<file path="config.mk">
export PLATFORM = sky130hd
export DESIGN_NAME = fpadd_arbiter_flat
export DESIGN_NICKNAME = d
export VERILOG_FILES = /design/src/rtl/fpadd_arbiter_if.sv /design/src/rtl/fpadd_arbiter.sv /design/src/flat_wrapper.sv
export SDC_FILE = /design/constraint.sdc
export NUM_CORES = 1
export LEC_CHECK = 0
export ABC_AREA = 1
export BUFFER_PORTS_ARGS = -buffer_cell sky130_fd_sc_hd__buf_2
export CAP_MARGIN = 20
export CELL_PAD_IN_SITES_DETAIL_PLACEMENT = 1
export CELL_PAD_IN_SITES_GLOBAL_PLACEMENT = 2
export CORE_ASPECT_RATIO = 1.2
export CORE_MARGIN = 1.5
export CORE_UTILIZATION = 38
export CTS_BUF_LIST = sky130_fd_sc_hd__clkbuf_8
export CTS_CLUSTER_SIZE = 24
export DETAILED_ROUTE_END_ITERATION = 8
export PLACE_DENSITY_LB_ADDON = 0.1
export SETUP_SLACK_MARGIN = 0.4
export SLEW_MARGIN = 20
export SYNTH_ARGS = -nofsm -noshare
export SYNTH_HDL_FRONTEND = slang
export SYNTH_SLANG_ARGS = --single-unit
</file>
<file path="constraint.sdc">
create_clock -name clk -period 7 [get_ports clk]
set_clock_uncertainty 0.05 [all_clocks]
set_input_delay 0.35 -clock clk [delete_from_list [all_inputs] [get_ports clk]]
set_output_delay 0.35 -clock clk [all_outputs]
set_load 0.01 [all_outputs]
</file>
<file path="src/rtl/fpadd_arbiter_if.sv">
// Handshake bundle around fpadd_arbiter: two requester ports, the shared adder
// hookup, and two response ports.
interface fpadd_arbiter_if;
    logic        req0_valid;
    logic        req0_ready;
    logic [31:0] req0_a;
    logic [31:0] req0_b;
    logic        req1_valid;
    logic        req1_ready;
    logic [31:0] req1_a;
    logic [31:0] req1_b;
    logic [31:0] add_a;
    logic [31:0] add_b;
    logic [31:0] add_out;
    logic        rsp0_valid;
    logic        rsp0_ready;
    logic [31:0] rsp0_data;
    logic        rsp1_valid;
    logic        rsp1_ready;
    logic [31:0] rsp1_data;
    logic        busy;

    modport slave (
        input  req0_valid, req0_a, req0_b, req1_valid, req1_a, req1_b,
        input  add_out, rsp0_ready, rsp1_ready,
        output req0_ready, req1_ready, add_a, add_b,
        output rsp0_valid, rsp0_data, rsp1_valid, rsp1_data, busy
    );

    modport master (
        output req0_valid, req0_a, req0_b, req1_valid, req1_a, req1_b,
        output add_out, rsp0_ready, rsp1_ready,
        input  req0_ready, req1_ready, add_a, add_b,
        input  rsp0_valid, rsp0_data, rsp1_valid, rsp1_data, busy
    );
endinterface

</file>
<file path="src/rtl/fpadd_arbiter.sv">
// Round-robin front end sharing one pipelined FP32 adder between two requesters,
// with credit-reserved per-requester response FIFOs so results are never dropped.
module fpadd_arbiter #(
    parameter int ADD_LAT   = 2,
    parameter int RSP_DEPTH = 4
) (
    input logic            clk,
    input logic            reset,
    fpadd_arbiter_if.slave bus
);
    localparam int AW = $clog2(RSP_DEPTH);
    localparam int CW = AW + 1;

    logic          req_valid [2];
    logic [31:0]   req_a     [2];
    logic [31:0]   req_b     [2];
    logic          rsp_ready [2];

    logic [CW-1:0] count     [2];
    logic [CW-1:0] inflight  [2];
    logic [CW-1:0] credit    [2];
    logic [AW-1:0] wr_ptr    [2];
    logic [AW-1:0] rd_ptr    [2];
    logic [31:0]   mem       [2][RSP_DEPTH];

    logic          elig      [2];
    logic          grant     [2];
    logic          push      [2];
    logic          pop       [2];
    logic          last_grant;

    logic [ADD_LAT-1:0] vld_p;
    logic [ADD_LAT-1:0] id_p;

    assign req_valid[0] = bus.req0_valid;
    assign req_valid[1] = bus.req1_valid;
    assign req_a[0]     = bus.req0_a;
    assign req_a[1]     = bus.req1_a;
    assign req_b[0]     = bus.req0_b;
    assign req_b[1]     = bus.req1_b;
    assign rsp_ready[0] = bus.rsp0_ready;
    assign rsp_ready[1] = bus.rsp1_ready;

    // Credits count FIFO slots plus results still in the adder, so a grant always has a home.
    always_comb begin
        for (int i = 0; i < 2; i++) begin
            credit[i] = CW'(RSP_DEPTH) - count[i] - inflight[i];
            elig[i]   = req_valid[i] && (credit[i] != '0);
            pop[i]    = (count[i] != '0) && rsp_ready[i];
        end
        grant[0] = elig[0] && (!elig[1] || last_grant);
        grant[1] = elig[1] && (!elig[0] || !last_grant);
        push[0]  = vld_p[ADD_LAT-1] && !id_p[ADD_LAT-1];
        push[1]  = vld_p[ADD_LAT-1] &&  id_p[ADD_LAT-1];
    end

    assign bus.req0_ready = grant[0];
    assign bus.req1_ready = grant[1];
    assign bus.add_a = grant[0] ? req_a[0] : (grant[1] ? req_a[1] : '0);
    assign bus.add_b = grant[0] ? req_b[0] : (grant[1] ? req_b[1] : '0);

    assign bus.rsp0_valid = (count[0] != '0);
    assign bus.rsp1_valid = (count[1] != '0);
    assign bus.rsp0_data  = (count[0] != '0) ? mem[0][rd_ptr[0]] : '0;
    assign bus.rsp1_data  = (count[1] != '0) ? mem[1][rd_ptr[1]] : '0;
    assign bus.busy       = (|vld_p) || (count[0] != '0) || (count[1] != '0);

    // Stage p0..p(ADD_LAT-1): tag pipeline tracking which requester owns add_out.
    always_ff @(posedge clk) begin
        if (reset) begin
            last_grant <= 1'b1;
            vld_p      <= '0;
            for (int i = 0; i < 2; i++) begin
                count[i]    <= '0;
                inflight[i] <= '0;
                wr_ptr[i]   <= '0;
                rd_ptr[i]   <= '0;
            end
        end else begin
            if (grant[0] || grant[1])
                last_grant <= grant[1];
            vld_p[0] <= grant[0] || grant[1];
            for (int s = 1; s < ADD_LAT; s++)
                vld_p[s] <= vld_p[s-1];
            for (int i = 0; i < 2; i++) begin
                count[i]    <= count[i] + CW'(push[i]) - CW'(pop[i]);
                inflight[i] <= inflight[i] + CW'(grant[i]) - CW'(push[i]);
                wr_ptr[i]   <= wr_ptr[i] + AW'(push[i]);
                rd_ptr[i]   <= rd_ptr[i] + AW'(pop[i]);
            end
        end
    end

    // Result landing stage: add_out captured into the owning FIFO.
    always_ff @(posedge clk) begin
        id_p[0] <= grant[1];
        for (int s = 1; s < ADD_LAT; s++)
            id_p[s] <= id_p[s-1];
        for (int i = 0; i < 2; i++)
            if (push[i])
                mem[i][wr_ptr[i]] <= bus.add_out;
    end
endmodule
</file>
<file path="src/flat_wrapper.sv">
// flat-port wrapper written by rule: the top's interface ports become plain ports
module fpadd_arbiter_flat 
#(
    parameter int ADD_LAT   = 2,
    parameter int RSP_DEPTH = 4
)
  (clk, reset, bus_req0_valid, bus_req0_a, bus_req0_b, bus_req1_valid, bus_req1_a, bus_req1_b, bus_add_out, bus_rsp0_ready, bus_rsp1_ready, bus_req0_ready, bus_req1_ready, bus_add_a, bus_add_b, bus_rsp0_valid, bus_rsp0_data, bus_rsp1_valid, bus_rsp1_data, bus_busy);
  fpadd_arbiter_if bus_i ();
  input logic clk;
  input logic reset;
  input wire logic [$bits(bus_i.req0_valid)-1:0] bus_req0_valid;
  input wire logic [$bits(bus_i.req0_a)-1:0] bus_req0_a;
  input wire logic [$bits(bus_i.req0_b)-1:0] bus_req0_b;
  input wire logic [$bits(bus_i.req1_valid)-1:0] bus_req1_valid;
  input wire logic [$bits(bus_i.req1_a)-1:0] bus_req1_a;
  input wire logic [$bits(bus_i.req1_b)-1:0] bus_req1_b;
  input wire logic [$bits(bus_i.add_out)-1:0] bus_add_out;
  input wire logic [$bits(bus_i.rsp0_ready)-1:0] bus_rsp0_ready;
  input wire logic [$bits(bus_i.rsp1_ready)-1:0] bus_rsp1_ready;
  output wire logic [$bits(bus_i.req0_ready)-1:0] bus_req0_ready;
  output wire logic [$bits(bus_i.req1_ready)-1:0] bus_req1_ready;
  output wire logic [$bits(bus_i.add_a)-1:0] bus_add_a;
  output wire logic [$bits(bus_i.add_b)-1:0] bus_add_b;
  output wire logic [$bits(bus_i.rsp0_valid)-1:0] bus_rsp0_valid;
  output wire logic [$bits(bus_i.rsp0_data)-1:0] bus_rsp0_data;
  output wire logic [$bits(bus_i.rsp1_valid)-1:0] bus_rsp1_valid;
  output wire logic [$bits(bus_i.rsp1_data)-1:0] bus_rsp1_data;
  output wire logic [$bits(bus_i.busy)-1:0] bus_busy;
  assign bus_i.req0_valid = bus_req0_valid;
  assign bus_i.req0_a = bus_req0_a;
  assign bus_i.req0_b = bus_req0_b;
  assign bus_i.req1_valid = bus_req1_valid;
  assign bus_i.req1_a = bus_req1_a;
  assign bus_i.req1_b = bus_req1_b;
  assign bus_i.add_out = bus_add_out;
  assign bus_i.rsp0_ready = bus_rsp0_ready;
  assign bus_i.rsp1_ready = bus_rsp1_ready;
  assign bus_req0_ready = bus_i.req0_ready;
  assign bus_req1_ready = bus_i.req1_ready;
  assign bus_add_a = bus_i.add_a;
  assign bus_add_b = bus_i.add_b;
  assign bus_rsp0_valid = bus_i.rsp0_valid;
  assign bus_rsp0_data = bus_i.rsp0_data;
  assign bus_rsp1_valid = bus_i.rsp1_valid;
  assign bus_rsp1_data = bus_i.rsp1_data;
  assign bus_busy = bus_i.busy;
  fpadd_arbiter #(.ADD_LAT(ADD_LAT), .RSP_DEPTH(RSP_DEPTH)) u_core (.clk(clk), .reset(reset), .bus(bus_i));
endmodule
</file>
* Word level (Yosys, flattened, before mapping) *
Memory sizes are Yosys's and may differ from the RTL's.
Cells that the tools add are included.

cells by class
  add/sub/neg operators = 16
  mux-type cells = 34
  bitwise logic cells = 12
  reduce and logical (&&, ||, !) cells = 25
  $lt $le $gt $ge = 6

operator list
  operator                                                  number
  2-to-1 mux 128 bit                                        4
  2-to-1 mux 32 bit                                         12
  binary-select mux 32 bit (select 2 bit)                   2
  demux 32 bit (select 2 bit)                               2
  OR reduction 128 bit                                      1
  adder 3 x 1 -> 3 bit                                      4
  greater-or-equal comparator 3 bit, second input constant  4
  2-to-1 mux 3 bit                                          4
  NOT 2 -> 3 bit                                            4
  nonzero test 3 bit                                        4
  subtractor 3 x 1 -> 3 bit                                 4
  logical AND 1 bit                                         10
  adder 2 x 1 -> 2 bit                                      4
  2-to-1 mux 2 bit                                          4
  OR 1 bit                                                  8
  < comparator 3 x 1 -> 1 bit, second input constant        2
  2-to-1 mux 1 bit                                          6
  subtractor 3 bit                                          2
  subtractor 3 bit, first input constant                    2
  logical OR 1 bit                                          5
  zero test 1 bit                                           4
  OR reduction 2 bit                                        1

storage, ports and cells
  word-level logic and storage cells = 101
  flip-flop bits (word level) = 5
  output and inout bits = 133
  input port bits = 166
  bits in writable memories = 276
  memories kept = 5

memory list
  name             depth  width  read ports  clocked after memory_dff  write ports  line                 source
  u_core.mem       2      128    2           0                         1            fpadd_arbiter.sv:24  logic [31:0] mem [2][RSP_DEPTH];
  u_core.count     2      3      2           0                         2            fpadd_arbiter.sv:19  logic [CW-1:0] count [2];
  u_core.inflight  2      3      2           0                         2            fpadd_arbiter.sv:20  logic [CW-1:0] inflight [2];
  u_core.rd_ptr    2      2      2           0                         2            fpadd_arbiter.sv:23  logic [AW-1:0] rd_ptr [2];
  u_core.wr_ptr    2      2      2           0                         2            fpadd_arbiter.sv:22  logic [AW-1:0] wr_ptr [2];

* Logic depth before layout (Yosys ltp) *
  depth in word-level cells = 10
  depth in mapped cells = 20
  depth with buffers taken out = 18

* Least setup slack after synthesis *
Ideal clock, no wire load.

  kind = register -> register
  start = register u_core.vld_p[1]
  end = memory u_core.mem[0][100] (netlist name), enable pin
  data required time = 6489 ps
  arrival = 2861 ps
  path buffers = 0
  setup slack = 3628 ps
  clock period less this slack = 3372 ps
  stages on the path, launching flop included = 5
  setup time = 461 ps
  cell sequence = dfxtp_1 inv_1 nor2_1 inv_1 nor3_1

on the way
  word-level cells in the longest chain between the ends = 5
  elaborated cells on any way between the ends = 9
  classes of those cells = mux: 6; reduce/logical: 3

RTL lines
  item                                                                     line                  source
  start: declaration                                                       fpadd_arbiter.sv:32   logic [ADD_LAT-1:0] vld_p;
  start signal: indexed assignment                                         fpadd_arbiter.sv:84   vld_p[s] <= vld_p[s-1];
  logical AND 1 bit                                                        fpadd_arbiter.sv:54   push[1] = vld_p[ADD_LAT-1] && id_p[ADD_LAT-1];
  2-to-1 mux 1 bit                                                         fpadd_arbiter.sv:100  if (push[i])
  2-to-1 mux 128 bit (not written as such)                                 fpadd_arbiter.sv:101  mem[i][wr_ptr[i]] <= bus.add_out;
  OR reduction 128 bit (no line)                                           --
  2-to-1 mux 1 bit (no line) / 2-to-1 mux 128 bit (equally long branches)  --
  end: declaration                                                         fpadd_arbiter.sv:24

Several ways; a longest one is shown, not always the timed one.

==> metrics.md <==
| Metric | Value |
|---|---|
| Share of layout cells above drive strength 1 | `0.2798` |
| Clock group share of total power | `0.245` |
| Nature of the critical path startpoint | `register` |
| Ys async rst share | `0` |
| Met2 Use GR | `0.3955` |
| Type of destination of the critical path | `output pin` |
| Mapped Nets | `1356` |
| Port bufs | `298` |
| Final-layout fill cell count | `3663` |
| Max Cap Violations | `0` |
| Tcrit/Tclk final | `0.4928` |
| Post-route DRC | `0` |
| FF/Latch Area | `0.008193 mm^2` |
| Critical Path RT | `6600 ps` |
| Hold path cells | `1` |
| RSZ-0062 raised after global routing | `false` |
| Via density | `5.088` |
| Sinks on Clock Net | `281` |
| H-tree depth | `2` |
| Ant diodes | `0` |
| Grt ovf | `0` |
| Placer congestion estimate | `0.8953` |
| Leakage | `6.500 nW` |
| Final Hold Fails | `0` |
| Die width | `168.3 um` |
| Post-CTS Setup Repair Bufs | `0` |
| Hold crit path type | `in2reg` |
| Antenna violations before repair | `2` |
| GR Util All Layers | `0.2225` |
| Seq cells post-synth | `281` |
| Clock-pin slew on the worst setup and hold paths | `70 ps` |
| Die H | `201.4 um` |
| Most crowded layer after global routing | `met2` |
| Maximum achievable frequency | `0.2899 GHz` |
| Comb pwr share | `0.440` |
| Post-synth top area cell | `edfxtp_1` |
| DRT antenna net count | `0` |
| Worst Hold End | `u_core.mem[0][181]` |
| Sw power | `0.002602 W` |
| R2R Setup Slk | `3730 ps` |
| Grt met1 use | `0.2775` |
| Switching share of power | `0.4085` |
| CTS buffer count | `47` |
| Main area contributors after synthesis | `edfxtp_1 62%, nor2_1 8.4%, o21ai_0 5.1%, nand3_1 4.8%, dfxtp_1 4.0%` |
| Skew-Pair Late Insertion Delay | `580 ps` |
| Multi-input gate area | `0.003657 mm^2` |
| Max Transition Viols Final | `0` |
| Int Pwr | `0.003768 W` |
| Hold path start | `bus_add_out[21]` |
| Mean routed wirelength per cell | `19.43 um` |
| FF-to-FF End | `u_core.inflight[0][2]` |
| Post-synthesis cell area | `0.01247 mm^2` |
| Ports | `299` |
| Number of synthesized flops with an enable pin | `256` |
| Worst-margin pin slew | `908.3 ps` |
| Cells on worst reg2reg path | `18` |
| Area Growth Syn to Fin | `24.60%` |
| CP arrival | `3050 ps` |
| Final Util | `0.4816` |
| HPWL after DPL | `23980 um` |
| Max clock buf depth | `3` |
| Maximum VDD drop | `0.3714 mV` |
| CORE AREA | `0.03225 mm^2` |
| R2r startpoint | `u_core.count[0][4]` |
| Met3 Resource Use GR | `0.04563` |
| Yosys warns | `0` |
| Pre-Repair DR Iteration Count | `4` |
| Status | `finished clean` |
| Drt initial violations | `483` |
| Post-synthesis cell type count | `26` |
| Routed wire length | `37560 um` |
| Synth Instances | `1168` |
| Slew HR | `0.3945` |
| Via count | `9836` |
| Post-synthesis sequential area ratio | `0.6568` |
| CTS root buf | `clkbuf_8` |
| Total Neg Setup Slack | `0 ps` |
| Syn avg cell area | `10.67 um^2` |
| Largest net degree at the start of global routing | `66` |
| CP Class | `reg2out` |
| CTS tree | `yes` |
| Number of global-route vias before repair | `10240` |
| Clock period minus worst slack | `3449 ps` |
| Critical path fanouts, max | `65` |
| Synth top area share | `0.6167` |
| Total Nets Final | `1676` |
| First-pass GRT wire length | `58260 um` |
| Initial core utilization | `0.3865` |
| Count of endpoints failing setup in the final report | `0` |
| Sequential share of power | `0.315` |
| Die footprint | `0.03390 mm^2` |
| Top_reg_cell synth | `edfxtp_1` |
| # rows | `72` |
| PD cells | `410.1 mW/mm^2` |
-- kinds of logic after synthesis --
kind of cell / Yosys count / synth area share
AND/OR/NAND/NOR: 523 / 0.1785
adder cells (fa/ha/maj): 22 / 0.02449
buffers and inverters: 135 / 0.05440
AO/OA/AOI/OAI: 198 / 0.07949
flip-flops: 281 / 0.6568
XOR/XNOR: 9 / 0.006323
-- metal layers --
layer	share of wire	up-vias
li1	-	4678
met5	0.00053	-
met4	0.017	4
met1	0.42	4863
met3	0.048	56
met2	0.52	235
-- stage by stage --
stage	power, W	instances	hold WS (ps)	cell area [um^2]	setup slack [ps]
after CTS	0.006457	1932	1.544	15510	3540
after global routing	0.006825	1933	4.352	15530	3262
after global placement	0.004841	1824	262.4	14270	3819
after floorplan	0.003854	1168	259.6	12470	3628
after detailed placement	0.004873	1824	265.0	14270	3744
final	0.006370	1933	26.76	15530	3551
-- repair_timing --
| action | 4_1_cts | 5_1_grt |
|---|---|---|
| hold endpoints to repair | 155 | 0 |
| endpoints found under the setup margin | 0 | 0 |
| hold buffers | 21 | 0 |
| resized for setup | 0 | 0 |
-- synth_stat cells, drive strengths merged, types with 2 or more instances --
library cell / number
nand3: 133
clkbuf: 30
clkinv: 2
nor3: 10
nand2: 99
ha: 18
edfxtp: 256
nor2: 279
fa: 4
a21oi: 68
o21ai: 130
buf: 46
inv: 57
xor2: 5
xnor2: 4
dfxtp: 25
-- area by class of cell --
| class | count | share of cell area |
|---|---|---|
| timing repair buffer | 347 | 0.1239 |
| multi-input combinational | 752 | 0.2355 |
| clock buffer | 55 | 0.04874 |
| inverter | 59 | 0.01434 |
| sequential | 281 | 0.5275 |
| tap | 407 | 0.03279 |
| clock inverter | 32 | 0.01732 |
-- critical path, cell delays in order (launching register included) --
cell and delay (ps):
dfxtp_1 440, ha_1 270, inv_1 60, ha_1 190, inv_1 70, nand2_1 60, nand2_1 40, nand2_1 70
nand3_2 100, nand3_2 70, buf_4 550, nand3_1 220, nand2_1 120, buf_2 130
-- flip-flops by register name, indices dropped and copies added, names as in the netlist --
signal / flops
u_core.id_p: 2
u_core.vld_p: 2
u_core.rd_ptr: 4
u_core.inflight: 6
u_core.wr_ptr: 4
u_core.last_grant: 1
u_core.mem: 256
u_core.count: 6
-- power by group through the flow --
| stage | Combinational, W | Sequential (W) | Clock (W) |
|---|---|---|---|
| 2_1_floorplan | 0.00183 | 0.00202 | 0 |
| 3_3_place_gp | 0.00281 | 0.00203 | 0 |
| 3_5_place_dp | 0.00283 | 0.00204 | 0 |
| 4_1_cts | 0.00286 | 0.00201 | 0.00160 |
| 5_1_grt | 0.00314 | 0.00202 | 0.00167 |
| 6_report | 0.00281 | 0.00200 | 0.00156 |
-- placed cells by master, fill, tap and decap left out, types with 5 or more instances in the layout --
cell and count:
clkbuf_8 55, inv_1 68, nand3_1 119, nand3_2 14, clkinv_1 7, edfxtp_1 256
dlygate4sd3_1 21, buf_2 298, nor3_2 8, bufinv_16 5, inv_2 5, nor2_1 279
o21ai_0 128, a21oi_1 68, nand2_1 98, buf_4 27, xor2_1 5, ha_1 18
dfxtp_1 21
-- worst max-delay path by stage --
| stage | startpoint | to | slack [ps] | cells after the start |
|---|---|---|---|---|
| after CTS | u_core.count[0][4] | bus_add_a[7] | 3540 | 14 |
| after global routing | u_core.count[0][4] | bus_add_a[23] | 3260 | 13 |
| final | u_core.count[0][4] | bus_add_a[6] | 3550 | 13 |
| after detailed placement | u_core.count[0][4] | u_core.inflight[0][2] | 3740 | 18 |
| after global placement | u_core.count[0][1] | u_core.inflight[0][2] | 3820 | 19 |
| after floorplan | u_core.vld_p[1] | u_core.mem[0][100] | 3630 | 4 |
No activity file was read; power rests on OpenSTA's default activity.
